--- src/rtl/btb_pkg.sv ---
// Shared types, counter encodings and index/tag helpers for the BTB.
package btb_pkg;

    localparam int TAG_MAX = 29;

    localparam logic [1:0] CTR_SNT = 2'b00;
    localparam logic [1:0] CTR_WNT = 2'b01;
    localparam logic [1:0] CTR_WT  = 2'b10;
    localparam logic [1:0] CTR_ST  = 2'b11;

    // tag is sized for the smallest table; unused upper bits stay zero
    typedef struct packed {
        logic               valid;
        logic [TAG_MAX-1:0] tag;
        logic [31:0]        target;
        logic [1:0]         ctr;
    } btb_entry_t;

    function automatic logic [31:0] btb_idx(input logic [31:0] pc,
                                            input int idx_w);
        return (pc >> 2) & ((32'd1 << idx_w) - 32'd1);
    endfunction

    function automatic logic [TAG_MAX-1:0] btb_tag(input logic [31:0] pc,
                                                   input int idx_w);
        logic [31:0] t;
        t = pc >> (idx_w + 2);
        return t[TAG_MAX-1:0];
    endfunction

endpackage

--- src/rtl/btb_predictor_sat_ctr.sv ---
// 2-bit saturating direction counter next-state logic.
module btb_sat_ctr
    import btb_pkg::*;
(
    input  logic [1:0] ctr_i,
    input  logic       taken_i,
    output logic [1:0] ctr_o
);

    always_comb begin
        ctr_o = ctr_i;
        unique case (1'b1)
            taken_i && ctr_i != CTR_ST:   ctr_o = ctr_i + 2'd1;
            !taken_i && ctr_i != CTR_SNT: ctr_o = ctr_i - 2'd1;
            default:                      ctr_o = ctr_i;
        endcase
    end

endmodule

--- src/rtl/btb_predictor.sv ---
// Direct-mapped BTB with 2-bit direction counters and mispredict detect.
// Optional counters enabled by defining BTB_STATS_EN.
module btb_predictor
    import btb_pkg::*;
#(
    parameter  int ENTRIES = 16,
    localparam int IDX_W   = $clog2(ENTRIES),
    localparam int TAG_W   = 30 - IDX_W
) (
    input  logic        clk,
    input  logic        rst_n,
    input  logic [31:0] pc_if,
    output logic        hit,
    output logic [31:0] brb,
    input  logic        upd_valid,
    input  logic [31:0] upd_pc,
    input  logic        upd_taken,
    input  logic [31:0] upd_target,
    input  logic        upd_pred_hit,
    input  logic [31:0] upd_pred_target,
    output logic        mispredict,
    output logic [31:0] pc_redirect,
    output logic [31:0] stat_branches,
    output logic [31:0] stat_mispredicts
);

    btb_entry_t       tbl_q [ENTRIES];
    btb_entry_t       rd_e;
    btb_entry_t       wr_e;
    btb_entry_t       entry_d;
    logic [IDX_W-1:0] if_idx;
    logic [IDX_W-1:0] up_idx;
    logic [TAG_W-1:0] if_tag;
    logic [TAG_W-1:0] up_tag;
    logic [1:0]       ctr_nxt;
    logic             up_match;
    logic             we;

    assign if_idx = IDX_W'(btb_idx(pc_if, IDX_W));
    assign if_tag = TAG_W'(btb_tag(pc_if, IDX_W));
    assign up_idx = IDX_W'(btb_idx(upd_pc, IDX_W));
    assign up_tag = TAG_W'(btb_tag(upd_pc, IDX_W));

    // lookup reads registered state only, so a same-cycle write is not seen
    assign rd_e = tbl_q[if_idx];
    assign hit  = rd_e.valid && rd_e.tag == TAG_MAX'(if_tag) && rd_e.ctr[1];
    assign brb  = hit ? rd_e.target : 32'd0;

    assign wr_e     = tbl_q[up_idx];
    assign up_match = wr_e.valid && wr_e.tag == TAG_MAX'(up_tag);

    btb_sat_ctr u_ctr (
        .ctr_i   (wr_e.ctr),
        .taken_i (upd_taken),
        .ctr_o   (ctr_nxt)
    );

    always_comb begin
        entry_d = wr_e;
        we      = 1'b0;
        if (upd_valid) begin
            if (up_match) begin
                we          = 1'b1;
                entry_d.ctr = ctr_nxt;
                if (upd_taken) entry_d.target = upd_target;
            end else if (upd_taken) begin
                we             = 1'b1;
                entry_d.valid  = 1'b1;
                entry_d.tag    = TAG_MAX'(up_tag);
                entry_d.target = upd_target;
                entry_d.ctr    = CTR_WT;
            end
        end
    end

    always_ff @(posedge clk or negedge rst_n) begin
        if (!rst_n) begin
            for (int i = 0; i < ENTRIES; i++) begin
                tbl_q[i].valid  <= 1'b0;
                tbl_q[i].tag    <= '0;
                tbl_q[i].target <= '0;
                tbl_q[i].ctr    <= CTR_WNT;
            end
        end else if (we) begin
            tbl_q[up_idx] <= entry_d;
        end
    end

    assign mispredict = upd_valid &&
        ((upd_pred_hit != upd_taken) ||
         (upd_taken && upd_pred_hit && upd_pred_target != upd_target));

    assign pc_redirect = !mispredict ? 32'd0 :
                         upd_taken   ? upd_target : upd_pc + 32'd4;

`ifdef BTB_STATS_EN
    logic [31:0] br_q;
    logic [31:0] mp_q;
    logic [31:0] br_d;
    logic [31:0] mp_d;

    always_comb begin
        br_d = br_q;
        mp_d = mp_q;
        if (upd_valid && br_q != '1) br_d = br_q + 32'd1;
        if (mispredict && mp_q != '1) mp_d = mp_q + 32'd1;
    end

    always_ff @(posedge clk or negedge rst_n) begin
        if (!rst_n) begin
            br_q <= '0;
            mp_q <= '0;
        end else begin
            br_q <= br_d;
            mp_q <= mp_d;
        end
    end

    assign stat_branches    = br_q;
    assign stat_mispredicts = mp_q;
`else
    assign stat_branches    = 32'd0;
    assign stat_mispredicts = 32'd0;
`endif

endmodule

--- config.mk ---
export PLATFORM = sky130hd
export DESIGN_NAME = btb_predictor
export DESIGN_NICKNAME = d
export VERILOG_FILES = /design/src/rtl/btb_pkg.sv /design/src/rtl/btb_predictor_sat_ctr.sv /design/src/rtl/btb_predictor.sv
export SDC_FILE = /design/constraint.sdc
export NUM_CORES = 2
export LEC_CHECK = 0
export CORE_MARGIN = 2
export CORE_UTILIZATION = 30
export CTS_BUF_LIST = sky130_fd_sc_hd__clkbuf_2
export DETAILED_ROUTE_END_ITERATION = 8
export GPL_TIMING_DRIVEN = 0
export PLACE_DENSITY_LB_ADDON = 0.1
export SYNTH_ARGS = -nofsm -noshare
export SYNTH_HDL_FRONTEND = slang
export SYNTH_SLANG_ARGS = --single-unit
--- constraint.sdc ---
create_clock -name clk -period 6.2 [get_ports clk]
set_clock_uncertainty 0.15 [all_clocks]
set_input_delay 1.24 -clock clk [delete_from_list [all_inputs] [get_ports clk]]
set_output_delay 1.24 -clock clk [all_outputs]
set_load 0.03 [all_outputs]
Word-level counts from Yosys, hierarchy flattened
Cells that the tools add are included.
{"block": "totals", "regBits": 1024, "out_inout_bits": 130, "elab_cells": 110}
{"block": "op_classes", "addsub": 3, "n_lt_le_gt_ge": 3, "eq_ne": 5, "muxes": 21, "n_bitwise": 2, "n_reduce_logical": 12}
{"op": "bitwise mux 1024 bit", "n": 1}
{"op": "binary-select mux 64 bit (select 4 bit)", "n": 2}
{"op": "two-way mux 64 bit", "n": 7}
{"op": "demux 64 bit (select 4 bit)", "n": 1}
{"op": "two-way mux 32 bit", "n": 4}
{"op": "equality test 29 x 26 -> 1 bit", "n": 2}
{"op": "two-way mux 34 bit", "n": 1}
{"op": "adder 32 x 3 -> 32 bit (second input constant)", "n": 1}
{"op": "inequality test 32 bit", "n": 1}
{"op": "two-way mux 30 bit", "n": 1}
{"op": "greater-or-equal comparator 5 bit (second input constant)", "n": 2}
{"op": "inverter 4 -> 5 bit", "n": 2}
{"op": "logical AND 1 bit", "n": 9}
{"op": "< comparator 5 x 1 -> 1 bit (second input constant)", "n": 1}
{"op": "case mux 2 bit (2 select lines)", "n": 1}
{"op": "two-way mux 1 bit", "n": 3}
{"op": "adder 2 x 1 -> 2 bit (second input constant)", "n": 1}
{"op": "inequality test 2 bit (second input constant)", "n": 1}
{"op": "nonzero test 2 bit", "n": 1}
{"op": "subtractor 2 x 1 -> 2 bit (second input constant)", "n": 1}
{"op": "logical NOT 1 bit", "n": 1}
{"op": "logical OR 1 bit", "n": 1}
{"op": "inequality test 1 bit", "n": 1}

Logic depth before layout (Yosys ltp)
{"block": "logic_depth", "ltp_word": 10, "ltp_mapped": 17, "ltp_nobuf": 9}

By module
Synthesis repeated with hierarchy kept, for this count alone.
{"block": "unflattened", "hier_cells": 3757, "area_unflattened_um2": 56600.5}
{"mod": "btb_predictor", "n_inst": 1, "cells_per_inst": 3752, "area_per_inst_um2": 56575.5, "seq_area_each_um2": 25644.6}
{"mod": "btb_sat_ctr", "n_inst": 1, "cells_per_inst": 5, "area_per_inst_um2": 25.0, "seq_area_each_um2": 0.0}

Worst setup path before layout
No wires, ideal clock.
{"block": "synth_timing", "path_type": "input to output", "from": "input port pc_if[2]", "to": "output port brb[10]", "t_arrival_ns": 4.895, "slack_ns": -0.085, "cell_stages": 10, "path_buffers": 4, "cell_sequence": "clkbuf_1 -> clkbuf_1 -> buf_1 -> mux4_2 -> mux4_2 -> xor2_1 -> nor4_1 -> nand3_1 -> clkbuf_1 -> nor2b_1"}
{"block": "synth_between", "elab_chain_len": 8}
{"element": "start: declaration", "line_no": "btb_predictor.sv:12", "text": "input logic [31:0] pc_if,"}
{"element": "inverter 4 -> 5 bit (not written as such) *", "line_no": "btb_predictor.sv:45", "text": "assign rd_e = tbl_q[if_idx];"}
{"element": "binary-select mux 64 bit (select 4 bit) *", "line_no": "btb_predictor.sv:45"}
{"element": "two-way mux 64 bit (not written as such) * (2 in a row)", "line_no": "btb_predictor.sv:45"}
{"element": "equality test 29 x 26 -> 1 bit", "line_no": "btb_predictor.sv:46", "text": "assign hit = rd_e.valid && rd_e.tag == TAG_MAX'(if_tag) && rd_e.ctr[1];"}
{"element": "logical AND 1 bit (2 in a row)", "line_no": "btb_predictor.sv:46"}
{"element": "two-way mux 32 bit *", "line_no": "btb_predictor.sv:47", "text": "assign brb = hit ? rd_e.target : 32'd0;"}
{"element": "end: declaration", "line_no": "btb_predictor.sv:14", "text": "output logic [31:0] brb,"}
Mark *: on every way between the ends. The rest lies on a longest branch, timed or not. The select of a mux whose other input is x is not followed.

Worst setup path after layout
{"block": "layout_timing", "from": "input port pc_if[4]", "to": "output port brb[30]"}
Same word-level chain as after synthesis.

==> impl_metrics.json <==
{
  "status": "finished with violations",
  "violations": "setup timing",
  "netlist_instances": 3938,
  "synth_cell_types": 69,
  "antenna_found_initial": 18,
  "cts_buffer_depth": 4,
  "synthMuxAreaShare_pct": 42.2,
  "hold_viol": 0,
  "top_register": "tbl_q",
  "clk_pin_slew_ns": 0.09,
  "cts_tree": "done",
  "power-per-cell-area_mw_per_mm2": 269,
  "drc_errors": 0,
  "syn_area_sq_mm": 0.0573,
  "rsz0062_at_grt": "true",
  "synth_compound_area_share_pct": 2.69,
  "dr.pass1.iters": 5,
  "maxSlewViolCount": 0,
  "finalNonFillerCells": 7242,
  "die_y_um": 441,
  "dieArea_sq_mm": 0.195,
  "synth_xor_area_share_pct": 1.63,
  "fin_hold_ws_ns": 0.308,
  "cts_sinks": 1024,
  "fin_crit_ns": 6.56,
  "cp-end-kind": "output pin",
  "leakagePower_uw": 0.0301,
  "top_regs": "tbl_q (1024)",
  "yosys_most_used_dff": "dfrtp_1",
  "worst_pin_slew_ns": 1.48,
  "grt_max_degree": 157,
  "synth_fa_ha_area_share_pct": 0.127,
  "via_count": 39396,
  "nNetsFinal": 4673,
  "slew-limit-headroom_pct": 1.20,
  "htreeDepth": 5,
  "arrival_ns": 5.17,
  "post-route-util_pct": 35.0,
  "drt-vias-per-instance": 5.44,
  "cp.required_ns": 4.81,
  "synth_top_family_by_area": "multiplexers",
  "grt-ovfl-total": 0,
  "dp_cells": 6709,
  "setup_slack_ns": -0.364,
  "maxCapViolCount": 0,
  "grt_pass1_vias": 41261,
  "synthSimpleGateAreaFrac_pct": 3.56,
  "drive_gt1_share_pct": 47.6,
  "fill_cells": 18748,
  "r2r-start": "tbl_q[104]",
  "yosysTopAreaCellShare_pct": 44.0,
  "initial_core_util_pct": 30.2,
  "fp-row-count": 160,
  "ys_top_cells_by_area": "dfrtp_1, mux4_2, mux2_2, mux2i_1, mux2_4",
  "hp-class": "primary input to register",
  "postRouteAntennaNets": 0,
  "yosys_warnings": 0,
  "fmax_mhz": 152,
  "first_iter_violations": 3078,
  "die_w_um": 441,
  "fin_crit_sh_pct": 106,
  "numCtsBuffers": 312,
  "syn_area_per_cell_sq_um": 14.6,
  "place_ws_ns": -4.16,
  "criticalPathCategory": "primary input to output pin",
  "grt_usage_pct": 25.6,
  "layout_commonest_cell": "dfrtp_1",
  "core_sq_mm": 0.190,
  "vdd_drop_max_v": 0.000150,
  "dpl.hpwl_um": 171000,
  "final-seq-area_sq_mm": 0.0256,
  "ys_async_sr_fraction_pct": 100,
  "crit_path_start": "pc_if[4]",
  "ys_seq_area_share_pct": 44.7,
  "syn_to_final_growth_pct": 16.0,
  "multi_input_area_sq_mm": 0.0294,
  "pin_count": 263,
  "worstSkewPairLatency_ns": 1.85,
  "grt_pass1_wl_um": 344000,
  "synth-edff-count": 0,
  "gp_congestion": 0.865,
  "power_uw": 17900,
  "cts_root_buf": "clkbuf_2",
  "wl_um": 250000,
  "path_max_fanout": 10,
  "largest_reg_flops": 1024,
  "min-delay-start": "upd_pc[29]",
  "setup_violations": 171,
  "crit_path_start_kind": "primary input",
  "synth-seq-cells": 1024,
  "synth_top_area_cell": "dfrtp_1",
  "wire_per_inst_um": 34.5,
  "portBuffers": 184,
  "final_cell_mix": "dfrtp_1, mux2_2, mux4_2, clkbuf_2, mux2i_1"
}
## final cells by class
| class | instances | area share [%] |
|---|---|---|
| clock buffer | 445 | 3.35 |
| clock inverter | 50 | 0.363 |
| buffer | 422 | 4.11 |
| antenna | 15 | 0.0565 |
| timing repair buffer | 223 | 3.62 |
| tap | 2511 | 4.73 |
| multi-input combinational | 2381 | 44.2 |
| sequential | 1024 | 38.6 |
| inverter | 171 | 0.969 |
## Yosys cell counts (26+ instances only)
cell type  number
o21ai_0        65
clkbuf_1      164
mux2_1         43
nand2_1        44
inv_1         168
nand4_1        31
nor2b_1        96
mux2i_1       226
xnor2_1        82
mux2_2        677
mux4_2        557
dfrtp_1      1008
mux2_4         86
o31ai_1        53
buf_4          96
nor2_1         88
buf_2          97
nand3_1        26
a21oi_1        44
buf_1          46
## metal layers
metal	vias to the layer above	wire (um)	global-route usage [%]
met5	-	0	0
met4	0	9520	9.84
met2	1388	125000	43.3
met1	21499	103000	32.8
met3	465	12500	4.32
li1	16044	-	-
## stage by stage
step / TNS [ns] / instance area (sq um)
global route: -11.73 / 66500
detailed placement: -3041.45 / 62900
global placement: - / 62600
finish: -14.74 / 66500
CTS: -13.20 / 66200
floorplan: 0 / 57600
## kinds of logic (layout without fill, tap and decap cells)
group | after synthesis | after routing
buffers and inverters | 596 | 1311
adders and majority gates | 6 | 6
AOI/OAI and AO/OA | 237 | 237
muxes | 1589 | 1589
xor gates and xnor gates | 107 | 107
other | 1 | 79
and+or+nand+nor | 378 | 378
DFF | 1024 | 1024
## report_power, final
| group | switching [uW] | internal [uW] | total [uW] |
|---|---|---|---|
| clock | 3220 | 1960 | 5190 |
| combinational | 2120 | 2150 | 4270 |
| sequential | 775 | 7620 | 8400 |
## worst max-delay path, cell delays in order
cell and delay (ns):
clkbuf_2 0.48, clkbuf_4 0.49, clkbuf_2 0.53, clkbuf_2 0.56, clkbuf_4 0.51, mux4_2 0.38, mux4_2 0.58, nor2b_1 0.17
buf_4 0.16
## path summary, 6_finish.rpt
check                           cells past startpoint         end  slack (ns)
worst max-delay path                                9     brb[30]       -0.36
worst min-delay path                                3  tbl_q[121]        0.31
worst max register to register                     12  tbl_q[742]        0.96
worst min register to register                      2  tbl_q[959]        0.31
max in group asynchronous                           8  tbl_q[213]        2.59
min in group asynchronous                           4  tbl_q[245]        0.53
## repair_timing
action,CTS,global route
resized for setup,506,66
gates cloned,1,1
endpoints found under the setup margin,1087,299
setup buffers,15,3
hold buffers,4,0
pin swaps,7,9
endpoints found under the hold margin,191,0
Power figures use the tool's default switching activity.
